$ cat config.mk
export PLATFORM = sky130hd
export DESIGN_NAME = if_stage_flat
export DESIGN_NICKNAME = d
export VERILOG_FILES = /design/src/rtl/rv_pkg.sv /design/src/rtl/if_stage_if.sv /design/src/rtl/if_stage_ifid_reg.sv /design/src/rtl/if_stage.sv /design/src/flat_wrapper.sv
export SDC_FILE = /design/constraint.sdc
export NUM_CORES = 1
export LEC_CHECK = 0
export BUFFER_PORTS_ARGS = -buffer_cell sky130_fd_sc_hd__clkbuf_2
export CORE_MARGIN = 2
export CORE_UTILIZATION = 41
export CTS_CLUSTER_DIAMETER = 50
export DETAILED_ROUTE_END_ITERATION = 16
export PLACE_DENSITY = 0.69
export SYNTH_ARGS = -nofsm -noshare
export SYNTH_HDL_FRONTEND = slang
export SYNTH_SLANG_ARGS = --single-unit
$ cat constraint.sdc
create_clock -name clk -period 5.4 [get_ports clk]
set_input_delay 0.81 -clock clk [delete_from_list [all_inputs] [get_ports clk]]
set_output_delay 0.81 -clock clk [all_outputs]
set_load 0.05 [all_outputs]
$ cat src/rtl/rv_pkg.sv
`default_nettype none
// ============================================================================
// Module   : rv_pkg
// Brief    : Shared RV32 core types and constants used by the fetch stage.
// Revision : 1.0 - initial release
// ============================================================================
package rv_pkg;

    localparam int               XLEN      = 32;
    localparam logic [XLEN-1:0]  NOP_INSTR = 32'h0000_0013;
    localparam logic [XLEN-1:0]  PC_INCR   = 32'd4;

    typedef enum logic [1:0] {
        REQ   = 2'd0,
        WAIT  = 2'd1,
        HELD  = 2'd2,
        DRAIN = 2'd3
    } fetch_state_t;

endpackage
`default_nettype wire

$ cat src/rtl/if_stage_if.sv
`default_nettype none
// ============================================================================
// Module   : if_stage_if
// Brief    : Fetch-stage bundle: hazard controls, imem bus and IF/ID outputs.
// Revision : 1.0 - initial release
// ============================================================================
interface if_stage_if #(
    parameter int N = rv_pkg::XLEN
);
    logic         ifid_stall;
    logic         flush;
    logic [N-1:0] branch_target;
    logic         imem_req;
    logic [N-1:0] imem_addr;
    logic         imem_rvalid;
    logic [N-1:0] imem_rdata;
    logic [N-1:0] ifid_instr;
    logic [N-1:0] ifid_pc;
    logic         ifid_valid;

    modport master (
        input  ifid_stall, flush, branch_target, imem_rvalid, imem_rdata,
        output imem_req, imem_addr, ifid_instr, ifid_pc, ifid_valid
    );

    modport slave (
        output ifid_stall, flush, branch_target, imem_rvalid, imem_rdata,
        input  imem_req, imem_addr, ifid_instr, ifid_pc, ifid_valid
    );
endinterface
`default_nettype wire

$ cat src/rtl/if_stage_ifid_reg.sv
`default_nettype none
// ============================================================================
// Module   : ifid_reg
// Brief    : IF/ID pipeline register with flush, load, bubble and hold.
// Revision : 1.0 - initial release
// ============================================================================
module ifid_reg
    import rv_pkg::*;
#(
    parameter int           N   = XLEN,
    parameter logic [N-1:0] NOP = NOP_INSTR
) (
    input  wire logic         clk,
    input  wire logic         rst_n,
    input  wire logic         i_flush,
    input  wire logic         i_load,
    input  wire logic         i_bubble,
    input  wire logic [N-1:0] i_instr,
    input  wire logic [N-1:0] i_pc,
    output logic      [N-1:0] o_instr,
    output logic      [N-1:0] o_pc,
    output logic              o_valid
);

    logic [N-1:0] r_instr;
    logic [N-1:0] r_pc;
    logic         r_valid;

    // Flush outranks load; with none of the controls set the register holds.
    always_ff @(posedge clk or negedge rst_n) begin
        if (!rst_n) begin
            r_instr <= NOP;
            r_pc    <= '0;
            r_valid <= 1'b0;
        end else if (i_flush) begin
            r_instr <= NOP;
            r_pc    <= '0;
            r_valid <= 1'b0;
        end else if (i_load) begin
            r_instr <= i_instr;
            r_pc    <= i_pc;
            r_valid <= 1'b1;
        end else if (i_bubble) begin
            r_instr <= NOP;
            r_pc    <= i_pc;
            r_valid <= 1'b0;
        end
    end

    assign o_instr = r_instr;
    assign o_pc    = r_pc;
    assign o_valid = r_valid;

endmodule
`default_nettype wire

$ cat src/rtl/if_stage.sv
`default_nettype none
// ============================================================================
// Module   : if_stage
// Brief    : RV32 instruction fetch: PC, single-outstanding imem FSM, IF/ID.
// Revision : 1.0 - initial release
// ============================================================================
module if_stage
    import rv_pkg::*;
#(
    parameter int           N        = XLEN,
    parameter logic [N-1:0] RESET_PC = '0,
    parameter logic [N-1:0] NOP      = NOP_INSTR
) (
    input  wire logic  clk,
    input  wire logic  rst_n,
    if_stage_if.master bus
);

    fetch_state_t r_state;
    fetch_state_t w_state_nxt;
    logic [N-1:0] r_pc;
    logic [N-1:0] w_pc_nxt;
    logic [N-1:0] r_hold;
    logic [N-1:0] w_hold_nxt;
    logic [N-1:0] w_redirect;
    logic [N-1:0] w_pc_inc;
    logic [N-1:0] w_load_instr;
    logic         w_load;
    logic         w_bubble;
    logic         w_kill;
    logic         w_unused_tgt;

    assign w_redirect   = {bus.branch_target[N-1:2], 2'b00};
    assign w_unused_tgt = ^bus.branch_target[1:0];
    assign w_pc_inc     = r_pc + N'(PC_INCR);

    always_ff @(posedge clk or negedge rst_n) begin
        if (!rst_n) begin
            r_state <= REQ;
            r_pc    <= RESET_PC;
            r_hold  <= NOP;
        end else begin
            r_state <= w_state_nxt;
            r_pc    <= w_pc_nxt;
            r_hold  <= w_hold_nxt;
        end
    end

    always_comb begin
        w_state_nxt  = r_state;
        w_pc_nxt     = r_pc;
        w_hold_nxt   = r_hold;
        w_load_instr = bus.imem_rdata;
        w_load       = 1'b0;
        w_bubble     = 1'b0;
        w_kill       = 1'b0;

        if (bus.flush) begin
            w_kill   = 1'b1;
            w_pc_nxt = w_redirect;
            // An un-answered request must be drained so its stale word is not
            // mistaken for the redirect target's response.
            case (r_state)
                WAIT, DRAIN: w_state_nxt = bus.imem_rvalid ? REQ : DRAIN;
                default:     w_state_nxt = REQ;
            endcase
        end else begin
            case (r_state)
                REQ: w_state_nxt = WAIT;
                WAIT: begin
                    if (bus.imem_rvalid) begin
                        if (bus.ifid_stall) begin
                            w_hold_nxt  = bus.imem_rdata;
                            w_state_nxt = HELD;
                        end else begin
                            w_load      = 1'b1;
                            w_pc_nxt    = w_pc_inc;
                            w_state_nxt = REQ;
                        end
                    end
                end
                HELD: begin
                    if (!bus.ifid_stall) begin
                        w_load       = 1'b1;
                        w_load_instr = r_hold;
                        w_pc_nxt     = w_pc_inc;
                        w_state_nxt  = REQ;
                    end
                end
                DRAIN: begin
                    if (bus.imem_rvalid) begin
                        w_state_nxt = REQ;
                    end
                end
                default: w_state_nxt = REQ;
            endcase
            w_bubble = !bus.ifid_stall && !w_load;
        end
    end

    assign bus.imem_req  = (r_state == REQ);
    assign bus.imem_addr = r_pc;

    ifid_reg #(
        .N   (N),
        .NOP (NOP)
    ) u_ifid_reg (
        .clk      (clk),
        .rst_n    (rst_n),
        .i_flush  (w_kill),
        .i_load   (w_load),
        .i_bubble (w_bubble),
        .i_instr  (w_load_instr),
        .i_pc     (r_pc),
        .o_instr  (bus.ifid_instr),
        .o_pc     (bus.ifid_pc),
        .o_valid  (bus.ifid_valid)
    );

endmodule
`default_nettype wire

$ cat src/flat_wrapper.sv
// flat-port wrapper written by rule: the top's interface ports become plain ports
module if_stage_flat import rv_pkg::*;
#(
    parameter int           N        = XLEN,
    parameter logic [N-1:0] RESET_PC = '0,
    parameter logic [N-1:0] NOP      = NOP_INSTR
)
  (clk, rst_n, bus_ifid_stall, bus_flush, bus_branch_target, bus_imem_rvalid, bus_imem_rdata, bus_imem_req, bus_imem_addr, bus_ifid_instr, bus_ifid_pc, bus_ifid_valid);
  if_stage_if #(.N(N)) bus_i ();
  input  wire logic clk;
  input  wire logic rst_n;
  input wire logic [$bits(bus_i.ifid_stall)-1:0] bus_ifid_stall;
  input wire logic [$bits(bus_i.flush)-1:0] bus_flush;
  input wire logic [$bits(bus_i.branch_target)-1:0] bus_branch_target;
  input wire logic [$bits(bus_i.imem_rvalid)-1:0] bus_imem_rvalid;
  input wire logic [$bits(bus_i.imem_rdata)-1:0] bus_imem_rdata;
  output wire logic [$bits(bus_i.imem_req)-1:0] bus_imem_req;
  output wire logic [$bits(bus_i.imem_addr)-1:0] bus_imem_addr;
  output wire logic [$bits(bus_i.ifid_instr)-1:0] bus_ifid_instr;
  output wire logic [$bits(bus_i.ifid_pc)-1:0] bus_ifid_pc;
  output wire logic [$bits(bus_i.ifid_valid)-1:0] bus_ifid_valid;
  assign bus_i.ifid_stall = bus_ifid_stall;
  assign bus_i.flush = bus_flush;
  assign bus_i.branch_target = bus_branch_target;
  assign bus_i.imem_rvalid = bus_imem_rvalid;
  assign bus_i.imem_rdata = bus_imem_rdata;
  assign bus_imem_req = bus_i.imem_req;
  assign bus_imem_addr = bus_i.imem_addr;
  assign bus_ifid_instr = bus_i.ifid_instr;
  assign bus_ifid_pc = bus_i.ifid_pc;
  assign bus_ifid_valid = bus_i.ifid_valid;
  if_stage #(.N(N), .RESET_PC(RESET_PC), .NOP(NOP)) u_core (.clk(clk), .rst_n(rst_n), .bus(bus_i));
endmodule
==> results of run 1 <==
## area by class of cell
cell class / instances / share of cell area
repair buffers: 167 / 0.1146
multi-input cells: 373 / 0.3405
clock buffers: 22 / 0.06520
well taps: 180 / 0.03032
inverters: 5 / 0.002527
flip-flops and latches: 128 / 0.4323
clock inverters: 10 / 0.01466
## metrics by stage
step                        util  instance area [um2]  power, uW
after floorplan                -                 5899       1752
after global placement    0.4886                 6834       1910
after detailed placement  0.4886                 6834       1947
after CTS                 0.5309                 7427       3092
after global routing      0.5309                 7427       3205
final                     0.5309                 7427       3066
## state kept, by name (all words and copies together) (netlist names)
register,flops
u_core.bus.imem_addr,30
u_core.r_hold,32
u_core.u_ifid_reg.o_valid,1
u_core.u_ifid_reg.o_instr,32
u_core.u_ifid_reg.o_pc,31
u_core.r_state,2
## Yosys cell counts (2+ instances only)
master,n,area [um2]
mux2_2,36,405.4
nor4_1,3,18.77
and3_1,11,68.82
xnor2_1,6,52.55
xor2_1,15,131.4
nand2b_1,2,12.51
dfstp_2,6,157.7
nand3b_1,2,15.01
nand4_1,13,81.33
or3_1,2,12.51
inv_1,5,18.77
o22ai_1,2,12.51
ha_1,6,75.07
a21oi_1,2,10.01
o22a_1,3,26.28
buf_4,4,30.03
buf_2,10,50.05
clkbuf_1,16,60.06
o21ai_0,54,270.3
nor2b_1,5,31.28
nand2_1,70,262.8
nor2_1,42,157.7
mux2i_1,63,630.6
buf_1,3,11.26
nor3_1,3,15.01
nand3_1,15,75.07
dfrtp_1,122,3053
o311ai_0,2,17.52
## power by group
part	internal [uW]	switching [uW]	leakage (uW)
combinational	246	419	0.00191
clock	725	413	0.000292
sequential	1140	120	0.00164
## cell families (layout without fill, tap and decap cells)
group,count (synthesis),in the layout,synth area share
multiplexers,99,99,0.1757
flip-flops,128,128,0.5446
other,1,2,0.0006361
adder cells (fa/ha/maj),6,6,0.01273
AO/OA/AOI/OAI,70,70,0.06664
XOR/XNOR,21,21,0.03120
buffers and inverters,38,204,0.02886
AND/OR/NAND/NOR,175,175,0.1396
## critical path, cell delays in order, from the launching register on
cell and delay (ns):
dfrtp_1 0.42, inv_1 0.12, ha_1 0.30, mux2i_1 0.24, nor4_2 0.91, nand2_1 0.23
o21ai_0 0.21, o311ai_0 0.14
## worst max-delay path by stage
stage | startpoint | end | slack [ns] | depth (start not counted)
2_1_floorplan | u_core.bus.imem_addr[2] | u_core.bus.imem_addr[26] | 3.23 | 6
3_3_place_gp | bus_ifid_stall | u_core.u_ifid_reg.o_instr[4] | 2.37 | 5
3_5_place_dp | bus_ifid_stall | u_core.u_ifid_reg.o_instr[1] | 2.31 | 5
4_1_cts | u_core.r_state[0] | u_core.bus.imem_addr[25] | 2.73 | 6
5_1_grt | u_core.r_state[0] | u_core.bus.imem_addr[21] | 2.48 | 7
6_report | u_core.r_state[0] | u_core.bus.imem_addr[27] | 2.69 | 7
## per-layer routing
metal | up-vias | share of wire | global-route usage | routed length [um]
li1 | 2179 | - | - | -
met1 | 2217 | 0.44 | 0.2393 | 6193
met2 | 174 | 0.47 | 0.2943 | 6554
met3 | 15 | 0.076 | 0.06044 | 1069
met4 | 0 | 0.013 | 0.07865 | 178
met5 | - | 0 | 0 | 0
## placed cells by master (no fill, tap or decap), types with 3 or more instances in the layout
master,n
clkbuf_2,160
dfrtp_1,122
nand2_1,70
mux2i_1,63
o21ai_0,54
nor2_1,42
mux2_2,36
clkbuf_16,17
xor2_1,15
nand3_1,14
nand4_1,13
and3_1,11
xnor2_1,6
ha_1,6
buf_4,6
dfstp_2,6
inv_1,5
clkinv_2,5
nor2b_1,4
clkbuf_8,4
nor3_1,3
nor4_1,3
o22a_1,3
==> run_results.csv, run 1 <==
group,metric,value,unit
cts,tritoncts,"yes",
finish,multiInputGateArea,2529,um2
setup_path,ff2ff_setup_slack,2.69,ns
yosys,seq_area_frac_synth,0.5446,
route,dr.pass1.iters,5,
worst_hold_path,hp-start,"u_core.u_ifid_reg.o_valid",
yosys,ys_warn_count,0,
placement,numPortBuffers,162,
placement,preCtsSetupSlack,2.307,ns
setup_path,rr_endpoint,"u_core.bus.imem_addr[27]",
global_route,grt_pass1_vias,4534,
placement,gp_congestion,0.7746,
route,ant_nets,0,
sta,slew_violations,0,
finish,nNetsFinal,767,
route,drt_iter0_markers,207,
floorplanning,num_rows,43,
cts,cts_resized,0,
yosys,syn_inst,538,
sta,fmax,0.3688,GHz
worst_hold_path,hold_path_class,"reg2reg",
sta,fin_ws,2.688,ns
yosys,ys.flop_type,"dfrtp_1",
cts,cts_made_buffers,17,
cts,cts_sinks,128,
yosys,avgSynthCellArea,10.96,um2
cts,cts_root_buffer,"clkbuf_16",
global_route,grt.overflow.total,0,
setup_path,r2r-start,"u_core.r_state[0]",
sta,tns,0,ns
placement,dp_hpwl,9467,um
finish,drive_gt1_frac,0.3489,
cts,clk_latency,0.42,ns
setup_path,criticalPathCategory,"reg2reg",
run,max_cap_viol_count,0,
finish,nFillCells,1243,
yosys,async_flop_share,1.000,
route,viasPerCell,5.181,
yosys,yosysUniqueCellTypes,43,
power_and_ir_drop,peakVddDrop,0.0001938,V
setup_path,crit_path_start_kind,"register",
floorplanning,core_area,13990,um2
sta,rsz0062_at_grt,"no",
floorplanning,start_util,0.4215,
yosys,synth.cell_area,5896,um2
power_and_ir_drop,p_leak,0.003835,uW
sta,hold_viol,0,
setup_path,end_kind,"register",
floorplanning,fp.dieArea,15350,um2
power_and_ir_drop,pwr_density_cell,412.8,nW/um2
global_route,antenna_found_initial,0,
setup_path,reg2regPathDepth,7,
worst_hold_path,hold_path_depth,2,
setup_path,cp_max_fo,11,
setup_path,arrival,2.98,ns
sta,finalCriticalPeriod,2.712,ns
global_route,grt_max_degree,85,
cts,clk_pin_slew,0.05,ns
route,routedWlPerCell,15.81,um
cts,post-cts-setup-buffer-count,0,
status,status,"completed",
route,drc,0,
sta,fin_crit_sh,0.5022,
sta,maxSlewHeadroom,0.2654,
cts,max-clock-path-buffers,2,
floorplanning,fp.dieW,123.9,um
yosys,synth_edf_count,0,
finish,syn_to_final_growth,25.98,%
floorplanning,ios,167,
worst_hold_path,hold_end,"u_core.u_ifid_reg.o_valid",
finish,insertedDiodeCount,0,
yosys,synth_seq_cells,128,
sta,fin_skew,0.01232,ns
placement,dp.cells,853,
route,drt_wl_total,14000,um
sta,worst_pin_slew,1.102,ns
finish,fin_cells,885,
cts,cts-htree-levels,4,
route,vias,4585,
setup_path,worstPathRequired,5.67,ns
cts,hold_buffers,0,
floorplanning,die_h,123.9,um
sta,fin_hold_ws,0.4773,ns
finish,seq_area,3211,um2
global_route,grt_pass1_wl,22090,um
global_route,grt_usage,0.1875,
sta,setup_viol_count_final,0,
No activity file was read; power rests on OpenSTA's default activity.
==> inputs of run 2 (changes only) <==
PLACE_DENSITY = 0.72   (was 0.69)
clock period = 2.4 ns   (was 5.4 ns; I/O delays follow)
==> run 2 against run 1 <==
  * Non-clock buffer count grew 10
  * Critical endpoint is now u_core.bus.imem_addr[26]
  * Final area grew 2.0%
  * Via count grew 1.4%
  * Sequential share of layout area shrank 0.86 points
  * Flip-flop and latch count is the same
  * Count of clock-buffer cells in the layout shrank 2
  * Largest cell class unchanged
==> run_results.csv, run 2 (synthesized netlist as in run 1, its figures left out) <==
group,metric,value,unit
route,drt_wl_total,14530,um
setup_path,crit_path_start_kind,"register",
power_and_ir_drop,comb_power_share,0.216,
placement,dp_hpwl,9941,um
setup_path,slowest_delay,0.60,ns
power_and_ir_drop,seq_power_share,0.404,
global_route,grt_max_degree,95,
finish,layout_common_cells,"clkbuf_2, dfrtp_1, nand2_1, mux2i_1, o21ai_0",
setup_path,arrival,2.51,ns
power_and_ir_drop,p_clk_frac,0.380,
power_and_ir_drop,p_leak,0.003906,uW
cts,post-cts-setup-buffer-count,0,
route,dr.pass1.iters,7,
route,ant_nets,0,
route,drc,0,
floorplanning,core_area,13990,um2
setup_path,worstPathCellList,"ha_1 -> nand4_1 -> nor3_1 -> nand4_1 -> xnor2_1 -> mux2_2",
sta,fmax,0.4524,GHz
setup_path,crit_path_frequent_cell,"nand4_1",
finish,nNetsFinal,777,
setup_path,cp_max_fo,6,
sta,worst_pin_slew,0.6959,ns
cts,clk_pin_slew,0.06,ns
power_and_ir_drop,p_sw_frac,0.3113,
cts,cts_made_buffers,17,
sta,slew_violations,0,
global_route,grt_pass1_vias,4698,
power_and_ir_drop,switching_power,2196,uW
setup_path,crit_buf_inv,0,
sta,setup_viol_count_final,0,
finish,syn_to_final_growth,28.52,%
floorplanning,fp.dieArea,15350,um2
power_and_ir_drop,pwr_density_cell,930.9,nW/um2
route,routedWlPerCell,16.24,um
sta,maxSlewHeadroom,0.5325,
power_and_ir_drop,peakVddDrop,0.0004320,V
finish,final_common_cell,"clkbuf_2",
placement,numPortBuffers,162,
finish,insertedDiodeCount,0,
cts,clk_latency,0.42,ns
cts,cts-htree-levels,4,
route,drt_iter0_markers,224,
floorplanning,start_util,0.4215,
sta,rsz0062_at_grt,"no",
route,viasPerCell,5.197,
global_route,grt_pass1_wl,22800,um
cts,cts_sinks,128,
run,max_cap_viol_count,0,
floorplanning,num_rows,43,
finish,nFillCells,1231,
sta,fin_crit_sh,0.9210,
setup_path,path_delay_family,"simple AND/OR/NAND/NOR gates",
cts,cts_root_buffer,"clkbuf_16",
sta,fin_hold_ws,0.1493,ns
floorplanning,die_h,123.9,um
status,status,"completed",
cts,tritoncts,"yes",
cts,max-clock-path-buffers,2,
setup_path,worstPathRequired,2.70,ns
sta,tns,0,ns
global_route,grt.overflow.total,0,
floorplanning,fp.dieW,123.9,um
global_route,grt_usage,0.1939,
finish,drive_gt1_frac,0.3580,
placement,gp_congestion,0.8153,
setup_path,end_kind,"register",
setup_path,criticalPathCategory,"reg2reg",
worst_hold_path,hold_path_class,"in2reg",
setup_path,cpMaxStageDelayCell,"nor3_1",
power_and_ir_drop,p_int,4858,uW
sta,finalCriticalPeriod,2.210,ns
floorplanning,ios,167,
route,vias,4651,
sta,fin_skew,0.006556,ns
sta,hold_viol,0,
power_and_ir_drop,total_power,7054,uW
global_route,antenna_found_initial,0,
-- run 2: cell count changes in the layout (fill, tap and decap cells not counted) --
cell / before / now
clkinvlp_4: 2 / 3
clkinv_4: 1 / 3
buf_12: 0 / 3
buf_4: 6 / 11
clkbuf_1: 1 / 0
dlygate4sd3_1: 0 / 1
clkinv_2: 5 / 2
clkbuf_8: 4 / 3
inv_6: 0 / 1
buf_6: 0 / 1
bufinv_16: 2 / 3
-- run 2: area by class of cell --
| class | instances | area [um2] | area share |
|---|---|---|---|
| multi-input combinational | 373 | 2529 | 0.3337 |
| sequential | 128 | 3211 | 0.4237 |
| clock inverter | 12 | 157.7 | 0.02081 |
| timing repair buffer | 177 | 969.7 | 0.1280 |
| tap | 180 | 225.2 | 0.02972 |
| inverter | 5 | 18.77 | 0.002477 |
| clock buffer | 20 | 466.7 | 0.06159 |
-- run 2: timing repair --
action,CTS,global route
hold buffers,1,0
hold endpoints to repair,56,0
gates resized for setup,0,0
-- run 2: worst paths after layout --
path / start / end / slack [ns] / cells past startpoint
worst max-delay path: u_core.bus.imem_addr[2] / u_core.bus.imem_addr[26] / 0.19 / 6
worst min-delay path: bus_branch_target[23] / u_core.bus.imem_addr[23] / 0.15 / 3
worst max register to register: u_core.bus.imem_addr[2] / u_core.bus.imem_addr[26] / 0.19 / 6
worst min register to register: u_core.u_ifid_reg.o_instr[6] / u_core.u_ifid_reg.o_instr[6] / 0.48 / 2
max in group asynchronous: rst_n / u_core.bus.imem_addr[4] / 1.26 / 3
min in group asynchronous: rst_n / u_core.u_ifid_reg.o_instr[3] / 0.50 / 2
-- run 2: worst min-delay path, stage by stage --
cell      delay, ns
clkbuf_2       0.07
nand2_1        0.04
o21ai_0        0.06
-- run 2: per-stage QoR --
stage / cells / area (um2) / setup WS (ns) / util
after floorplan: 539 / 5899 / 0.2268 / -
after global placement: 862 / 6943 / 0.3365 / 0.4963
after detailed placement: 862 / 6943 / 0.2606 / 0.4963
after CTS: 895 / 7577 / 0.2471 / 0.5417
after global routing: 895 / 7577 / 0.09936 / 0.5417
final: 895 / 7577 / 0.1896 / 0.5417
-- run 2: layer usage --
layer / track usage / part of all wire / routed length (um) / up-vias
met5: 0 / 0 / 0 / -
met4: 0.07865 / 0.017 / 244 / 0
met2: 0.3173 / 0.48 / 6958 / 176
met3: 0.06593 / 0.075 / 1097 / 22
met1: 0.2353 / 0.43 / 6233 / 2259
li1: - / - / - / 2194
-- run 2: power groups by stage --
stage / clock (uW) / combinational [uW] / sequential [uW]
floorplan: 0 / 730 / 3210
global placement: 0 / 1480 / 2840
detailed placement: 0 / 1530 / 2880
CTS: 2730 / 1540 / 2840
global route: 2830 / 1650 / 2900
finish: 2680 / 1530 / 2850
==> inputs of run 3 (changes only) <==
CORE_UTILIZATION = 48   (was 41)
PLACE_DENSITY = 0.81   (was 0.72)
SYNTH_HIERARCHICAL = 1   (was not set)
==> run 3 against run 2 <==
  * Clock skew shrank 0.00084 ns
  * Non-clock buffer count is 13 higher
  * Final cell count up 2.8%
  * First-iteration DRC count increased by 130%
  * Via count grew 17%
  * Clock power up 2%
  * Sequential share of layout area is 2.5 points lower
  * Global-route usage grew 4.7 points
  * Critical path type unchanged
  * Critical endpoint is now u_core/bus.imem_addr[16]
==> run_results.csv, run 3 <==
group,metric,value,unit
floorplanning,ios,167,
yosys,synth_top_family_by_area,"compound AO/OA/AOI/OAI gates",
finish,syn_to_final_growth,27.84,%
power_and_ir_drop,p_leak,0.003617,uW
yosys,synthXorXnorAreaFrac,0.01240,
global_route,grt_max_degree,49,
yosys,yosysUniqueCellTypes,47,
global_route,grt_pass1_wl,27140,um
sta,rsz0062_at_grt,"no",
finish,layout_common_cells,"clkbuf_2, dfrtp_1, mux2_2, o21ai_0, a21oi_1",
power_and_ir_drop,total_power,7393,uW
worst_hold_path,hold_path_depth,3,
yosys,synth_most_common_cell,"dfrtp_1",
sta,fmax,0.4319,GHz
route,drc,0,
setup_path,worstPathCellList,"inv_1 -> ha_2 -> mux2i_2 -> or4_1 -> buf_4 -> or4_1 -> a31oi_1",
route,ant_nets,0,
route,drt_iter0_markers,510,
floorplanning,fp.dieArea,14180,um2
setup_path,crit_path_frequent_cell,"or4_1",
cts,cts_sinks,129,
floorplanning,start_util,0.4857,
setup_path,r2r-start,"u_core/r_state[1]",
yosys,synth_seq_cells,129,
setup_path,ff2ff_setup_slack,0.08,ns
yosys,yosys.area_share.simple,0.1463,
yosys,async_flop_share,1.000,
worst_hold_path,hold_path_class,"in2reg",
worst_hold_path,hold_end,"u_core/bus.imem_addr[14]",
yosys,synth_top_cell_by_area,"dfrtp_1",
status,status,"completed",
finish,drive_gt1_frac,0.4153,
global_route,grt.overflow.total,0,
cts,cts_made_buffers,17,
global_route,grt_usage,0.2405,
route,route.met3.wl,1142,um
yosys,syn_inst,570,
yosys,yosysTopAreaCellShare,0.4843,
sta,fin_crit_sh,0.9647,
placement,numPortBuffers,162,
cts,clk_latency,0.42,ns
placement,gp_congestion,0.8299,
route,dr.pass1.iters,5,
finish,insertedDiodeCount,0,
setup_path,slowest_delay,0.53,ns
power_and_ir_drop,peakVddDrop,0.0004059,V
finish,nFillCells,1024,
yosys,synth.cell_area,6355,um2
sta,fin_skew,0.005711,ns
route,route.top_layer_used,"met4",
setup_path,cp_max_fo,18,
setup_path,path_delay_family,"simple AND/OR/NAND/NOR gates",
setup_path,criticalPathCategory,"reg2reg",
yosys,synthMuxAreaShare,0.1189,
setup_path,rr_endpoint,"u_core/bus.imem_addr[16]",
yosys,ys.flop_type,"dfrtp_1",
global_route,grt_pass1_vias,5314,
cts,cts-htree-levels,4,
route,wl_met1,7164,um
yosys,ys_warn_count,6,
cts,cts_root_buffer,"clkbuf_16",
route,vias,5419,
route,viasPerCell,5.890,
setup_path,reg2regPathDepth,7,
worst_hold_path,hp-start,"bus_branch_target[14]",
setup_path,arrival,2.65,ns
finish,final_common_cell,"clkbuf_2",
setup_path,crit_path_start_kind,"register",
finish,nNetsFinal,806,
floorplanning,core_area,13090,um2
yosys,avgSynthCellArea,11.15,um2
run,max_cap_viol_count,0,
setup_path,cpMaxStageDelayCell,"or4_1",
sta,worst_pin_slew,0.7021,ns
floorplanning,fp.dieW,119.1,um
route,routedWlPerCell,18.20,um
sta,tns,0,ns
sta,slew_violations,0,
global_route,antenna_found_initial,0,
yosys,yosys.area_share.adder,0.01181,
cts,max-clock-path-buffers,2,
floorplanning,die_h,119.1,um
sta,setup_viol_count_final,0,
cts,clk_pin_slew,0.06,ns
cts,tritoncts,"yes",
power_and_ir_drop,pwr_density_cell,910.1,nW/um2
setup_path,worstPathRequired,2.73,ns
yosys,synth_edf_count,0,
sta,maxSlewHeadroom,0.5308,
setup_path,crit_buf_inv,2,
floorplanning,num_rows,42,
yosys,yosys-top-cells-area,"dfrtp_1, mux2_2, a32o_1",
route,drt_wl_total,16740,um
sta,finalCriticalPeriod,2.315,ns
route,wl_met2,8101,um
yosys,synth_compound_area_frac,0.1583,
sta,hold_viol,0,
setup_path,end_kind,"register",
yosys,seq_area_frac_synth,0.5092,
yosys,synth_commonest_cells,"dfrtp_1, mux2_2, o21ai_0, a21oi_1, clkbuf_1",
placement,dp_hpwl,11230,um
-- run 3: worst max path at each step --
| stage | start | to | slack [ns] | depth (start not counted) |
|---|---|---|---|---|
| floorplan | u_core/bus.imem_addr[2] | u_core/bus.imem_addr[16] | 0.03 | 6 |
| global placement | u_core/r_state[1] | u_core/bus.imem_addr[25] | 0.14 | 6 |
| detailed placement | u_core/r_state[1] | u_core/u_ifid_reg/o_instr[5] | 0.001 | 8 |
| CTS | u_core/r_state[1] | u_core/bus.imem_addr[19] | 0.01 | 6 |
| global route | u_core/r_state[1] | u_core/bus.imem_addr[16] | 0.04 | 7 |
| finish | u_core/r_state[1] | u_core/bus.imem_addr[16] | 0.08 | 7 |
-- run 3: routing by layer --
metal  track usage  vias up
met5             0        -
met4       0.09003        0
met3       0.05077       28
met2        0.3840      239
met1        0.3235     2671
li1              -     2481
-- run 3: final cells by class --
type / instances / area, um2 / area share
timing repair buffer: 190 / 1114 / 0.1371
clock buffer: 18 / 439.2 / 0.05406
tap: 176 / 220.2 / 0.02711
inverter: 9 / 33.78 / 0.004158
sequential: 129 / 3237 / 0.3984
multi-input combinational: 384 / 2893 / 0.3561
clock inverter: 14 / 187.7 / 0.02310
-- run 3: logic make-up (layout without fill, tap and decap cells) --
family / after synthesis / after routing
buf+inv: 60 / 231
other cells: 1 / 4
compound gates: 149 / 149
simple gates: 149 / 149
mux: 67 / 67
flops: 129 / 129
fa+ha+maj: 6 / 6
xor+xnor: 9 / 9
-- run 3: stage by stage --
step                hold WS [ns]  cells    util  setup WS (ns)  cell area [um2]
floorplan                0.06441    573       -        0.03266             6366
global placement          0.4087    887  0.5705         0.1399             7465
detailed placement        0.4258    887  0.5705       0.001264             7465
CTS                       0.1319    920  0.6194        0.01482             8105
global route              0.1501    920  0.6209        0.04324             8124
finish                    0.1482    920  0.6209        0.08478             8124
-- run 3: tightest hold or removal path, stage by stage --
cell and delay [ns]:
clkbuf_2 0.07, nand2_1 0.04, nand3_1 0.06
-- run 3: timing repair --
action | 4_1_cts | 5_1_grt
hold buffers | 1 | 0
hold endpoints to repair | 40 | 0
buffers inserted | 0 | 0
gates resized for setup | 1 | 6
endpoints found under the setup margin | 30 | 74
-- run 3: power breakdown --
group	switching, uW	total [uW]	internal (uW)
combinational	1130	1810	676
clock	967	2730	1760
sequential	261	2860	2600
